$ cat src/rtl/mem_port_arbiter.sv
// Two-requester (CPU / I/O) arbiter for a single-port memory with a fixed-latency access FSM.
// Ties are broken round-robin; the CPU sees a combinational stall until its done pulse.
module mem_port_arbiter #(
  parameter int ADDR_W  = 16,
  parameter int DATA_W  = 16,
  parameter int MEM_LAT = 2
) (
  input  logic              CLK,
  input  logic              Reset,
  input  logic              cpu_req,
  input  logic              cpu_we,
  input  logic [ADDR_W-1:0] cpu_addr,
  input  logic [DATA_W-1:0] cpu_wdata,
  output logic [DATA_W-1:0] cpu_rdata,
  output logic              cpu_done,
  output logic              cpu_stall,
  input  logic              io_req,
  input  logic              io_we,
  input  logic [ADDR_W-1:0] io_addr,
  input  logic [DATA_W-1:0] io_wdata,
  output logic [DATA_W-1:0] io_rdata,
  output logic              io_done,
  output logic              mem_en,
  output logic              mem_we,
  output logic [ADDR_W-1:0] mem_addr,
  output logic [DATA_W-1:0] mem_wdata,
  input  logic [DATA_W-1:0] mem_rdata
);

  generate
    if (MEM_LAT < 1 || MEM_LAT > 4) begin : g_bad_lat
      $error("mem_port_arbiter: MEM_LAT must be in 1..4");
    end
  endgenerate

  localparam logic [1:0] LAT_TOP = 2'(MEM_LAT - 1);
  localparam logic       OWN_CPU = 1'b0;
  localparam logic       OWN_IO  = 1'b1;

  typedef enum logic [1:0] {S_IDLE, S_BUSY, S_DONE} state_t;

  state_t              r_state, w_next;
  logic                r_owner, r_last, r_we;
  logic [ADDR_W-1:0]   r_addr;
  logic [DATA_W-1:0]   r_wdata;
  logic [1:0]          r_cnt;
  logic [DATA_W-1:0]   r_cpu_rdata, r_io_rdata;
  logic                r_cpu_done, r_io_done;
  logic                w_grant, w_grant_io, w_last_beat;

  always_ff @(posedge CLK or negedge Reset) begin
    if (!Reset) r_state <= S_IDLE;
    else        r_state <= w_next;
  end

  // On a tie the requester that did not win last time is granted.
  always_comb begin
    w_next     = r_state;
    w_grant    = 1'b0;
    w_grant_io = 1'b0;
    case (r_state)
      S_IDLE: if (cpu_req || io_req) begin
        w_grant    = 1'b1;
        w_grant_io = io_req & ~(cpu_req & (r_last == OWN_IO));
        w_next     = S_BUSY;
      end
      S_BUSY: if (r_cnt == 2'd0) w_next = S_DONE;
      S_DONE: w_next = S_IDLE;
      default: w_next = S_IDLE;
    endcase
  end

  assign w_last_beat = (r_state == S_BUSY) && (r_cnt == 2'd0);

  always_ff @(posedge CLK or negedge Reset) begin
    if (!Reset) begin
      r_owner     <= OWN_CPU;
      r_last      <= OWN_IO;
      r_we        <= 1'b0;
      r_addr      <= '0;
      r_wdata     <= '0;
      r_cnt       <= 2'd0;
      r_cpu_rdata <= '0;
      r_io_rdata  <= '0;
      r_cpu_done  <= 1'b0;
      r_io_done   <= 1'b0;
    end else begin
      r_cpu_done <= w_last_beat && (r_owner == OWN_CPU);
      r_io_done  <= w_last_beat && (r_owner == OWN_IO);
      if (w_grant) begin
        r_owner <= w_grant_io;
        r_last  <= w_grant_io;
        r_we    <= w_grant_io ? io_we    : cpu_we;
        r_addr  <= w_grant_io ? io_addr  : cpu_addr;
        r_wdata <= w_grant_io ? io_wdata : cpu_wdata;
        r_cnt   <= LAT_TOP;
      end else if (r_state == S_BUSY && r_cnt != 2'd0) begin
        r_cnt <= r_cnt - 2'd1;
      end
      if (w_last_beat && !r_we) begin
        if (r_owner == OWN_IO) r_io_rdata  <= mem_rdata;
        else                   r_cpu_rdata <= mem_rdata;
      end
    end
  end

  // Write strobe only on the first BUSY beat so a write commits exactly once.
  assign mem_en    = (r_state == S_BUSY);
  assign mem_we    = mem_en && r_we && (r_cnt == LAT_TOP);
  assign mem_addr  = r_addr;
  assign mem_wdata = r_wdata;
  assign cpu_rdata = r_cpu_rdata;
  assign io_rdata  = r_io_rdata;
  assign cpu_done  = r_cpu_done;
  assign io_done   = r_io_done;
  assign cpu_stall = cpu_req & ~r_cpu_done;

endmodule

$ cat config.mk
export PLATFORM = sky130hd
export DESIGN_NAME = mem_port_arbiter
export DESIGN_NICKNAME = d
export VERILOG_FILES = /design/src/rtl/mem_port_arbiter.sv
export SDC_FILE = /design/constraint.sdc
export NUM_CORES = 1
export LEC_CHECK = 0
export BUFFER_PORTS_ARGS = -buffer_cell sky130_fd_sc_hd__buf_2
export CORE_MARGIN = 10
export CORE_UTILIZATION = 50
export CTS_BUF_LIST = sky130_fd_sc_hd__clkbuf_8
export DETAILED_ROUTE_END_ITERATION = 6
export PLACE_DENSITY_LB_ADDON = 0.1
export SYNTH_ARGS = -nofsm -noshare
export SYNTH_HDL_FRONTEND = slang
export SYNTH_SLANG_ARGS = --single-unit
$ cat constraint.sdc
create_clock -name CLK -period 4.25 [get_ports CLK]
set_input_delay 0 -clock CLK [delete_from_list [all_inputs] [get_ports CLK]]
set_output_delay 0 -clock CLK [all_outputs]
set_load 0.1 [all_outputs]
==> impl_metrics.yaml <==
route:
  vias_per_cell: 5.57
  drt_iter0_drc: 154
  first_pass_iters: 4
  vias: 2819
  drt_wl_total_um: 9940
  post_drt_wl_per_cell_um: 19.6
  drc: 0
  postRouteAntennaNets: 0
global_routing:
  overflow: 0
  grt_pass1_vias: 3060
  grt_start_max_net_pins: 74
  grt.total_usage: 0.186
  antenna_found_initial: 0
  grt_pass1_wl_um: 15600
finish:
  fin_nets: 512
  antennaDiodeCount: 0
  synthToLayoutAreaGrowth_pct: 38.8
  drive_gt1_frac: 0.501
run:
  drv_cap: 0
hold_path:
  holdPathEnd: "mem_addr[1]"
  min_path_type: "in2reg"
  worstHoldStart: "io_addr[1]"
  min_delay_path_depth: 3
worst_setup_path:
  path_max_fanout: 36
  r2r_slack_ps: 1710
  arrival_ps: 2760
  critical_path_required_ps: 4470
  reg2reg_depth: 4
  crit_type: "reg2reg"
  crit_chain: "nor2_4, nand3_1, buf_4, a221o_1"
  critPathCaptureType: "flip-flop"
  crit_start: "r_state[0]"
  rr_startpoint: "r_state[0]"
  cpPeakStageDelay_ps: 660
  crit_path_top_delay_cell: "nand3_1"
  r2r_end: "mem_wdata[5]"
  worst_setup_path_start_kind: "flip-flop"
logic_synthesis:
  avgSynthCellArea_um2: 13.2
  synth_cells: 258
  yosysWarnings: 0
  synth_seq_area_share: 0.538
  ys_ff_latch: 73
  async_flop_share: 1.00
  synthesis.area_um2: 3400
  synth_edf_count: 0
  synth_fp_nets: 346
  ys_types: 25
  ys.flop_type: "dfrtp_1"
clock_network:
  cts_buffer_depth: 2
  cts_buffers: 9
  cts_setup_buffers: 0
  clock-sinks: 73
  htree_num_levels: 3
  clk_pin_slew_ps: 80
  cts_resized: 0
  cts_tree: "done"
  cts_root_buffer: "clkbuf_8"
  worstSkewPairLatency_ps: 340
  cts_hold_buffers: 22
sta:
  fmax_mhz: 394
  finalClockSkew_ps: 4.86
  tns_ps: 0
  slew_violations: 0
  slew_headroom: 0.401
  setup_violations: 0
  rsz0062_at_grt: "false"
  hold_violations: 0
  min_period_over_period: 0.597
  finalCriticalPeriod_ps: 2540
  worstMarginPinSlew_ps: 898
floorplan:
  core_um2: 6460
  start_util: 0.526
  fp.dieH_um: 102
  die_width_um: 102
  rows: 29
  pin_count: 155
  dieArea_um2: 10500
placement:
  dp_hpwl_um: 6760
  io_buffers: 154
  place_congestion: 0.777
status:
  run_status: "finished, final reports clean"
[synthesized netlist by cell type, types with 3 or more instances]
cell | count | area, um^2
and3_1 | 3 | 18.8
nor3b_1 | 34 | 255
dfrtp_1 | 72 | 1800
and4_1 | 33 | 289
inv_1 | 3 | 11.3
a221o_1 | 33 | 330
nor2_1 | 4 | 15.0
clkbuf_1 | 12 | 45.0
buf_2 | 11 | 55.1
mux2_2 | 32 | 360
[cell families (layout without fill, tap and decap cells)]
group	count (synthesis)	in the layout	share of synthesized area
compound gates	37	37	0.105
xor+xnor	1	1	0.00258
fa+ha+maj	2	2	0.00737
buf+inv	28	199	0.0394
flops	73	73	0.538
mux	32	32	0.106
simple gates	85	85	0.201
[critical path, delay by kind of cell (launching register included)]
| kind | cells | cell delay [ps] |
|---|---|---|
| and+or+nand+nor | 2 | 1210 |
| DFF | 1 | 460 |
| buffers and inverters | 1 | 420 |
| AOI/OAI and AO/OA | 1 | 310 |
[flip-flops by register name, indices dropped and copies added, names as in the netlist]
name       flops
r_last         1
r_owner        1
r_cnt          2
mem_wdata     16
io_done        1
cpu_rdata     16
io_rdata      16
r_we           1
mem_addr      16
r_state        2
cpu_done       1
[routing by layer]
layer / part of all wire / routed length [um] / global-route usage
met1: 0.43 / 4230 / 0.229
met2: 0.48 / 4790 / 0.301
met3: 0.080 / 799 / 0.0621
met4: 0.011 / 112 / 0.0662
met5: 0 / 0 / 0
[cell type report]
class                           count  area, um^2
Sequential cell                    73        1830
Fill cell                         473        1750
Multi-Input combinational cell    157        1440
Timing Repair Buffer              180        1020
Clock inverter                      7         189
Clock buffer                        9         124
Tap cell                           77        96.3
Inverter                            3        11.3
[worst max-delay path by stage]
stage	endpoint	slack, ps
finish	mem_wdata[5]	1710
global route	mem_wdata[5]	1480
CTS	mem_wdata[5]	1720
detailed placement	mem_wdata[5]	1720
global placement	mem_wdata[4]	1770
floorplan	mem_we	1410
[through the flow]
step | hold slack [ps] | cell area, um^2 | worst slack, ps | instances | util
CTS | 0.195 | 4710 | 1720 | 506 | 0.730
global route | 17.2 | 4710 | 1480 | 506 | 0.730
detailed placement | 189 | 4180 | 1720 | 468 | 0.647
floorplan | -296 | 3400 | 1410 | 258 | -
global placement | 175 | 4180 | 1770 | 468 | 0.647
finish | 11.9 | 4710 | 1710 | 506 | 0.730
[cell usage in the layout (no fill, tap or decap), types with 2 or more instances in the layout]
master	netlist	final
and4_1	33	33
nor2b_1	2	2
clkbuf_8	0	9
dlygate4sd3_1	0	22
buf_2	11	153
a21o_1	2	2
or2_2	2	2
bufinv_16	0	6
nor3b_1	34	34
and3_1	3	3
nand2_1	2	2
ha_1	2	2
a221o_1	33	33
inv_1	3	3
mux2_2	32	32
dfrtp_1	72	72
nor2_1	4	3
buf_4	0	5
Power is left out: the tool's default activity adds up to more than one toggle a clock period on the data nets, which glitch-free logic cannot reach.
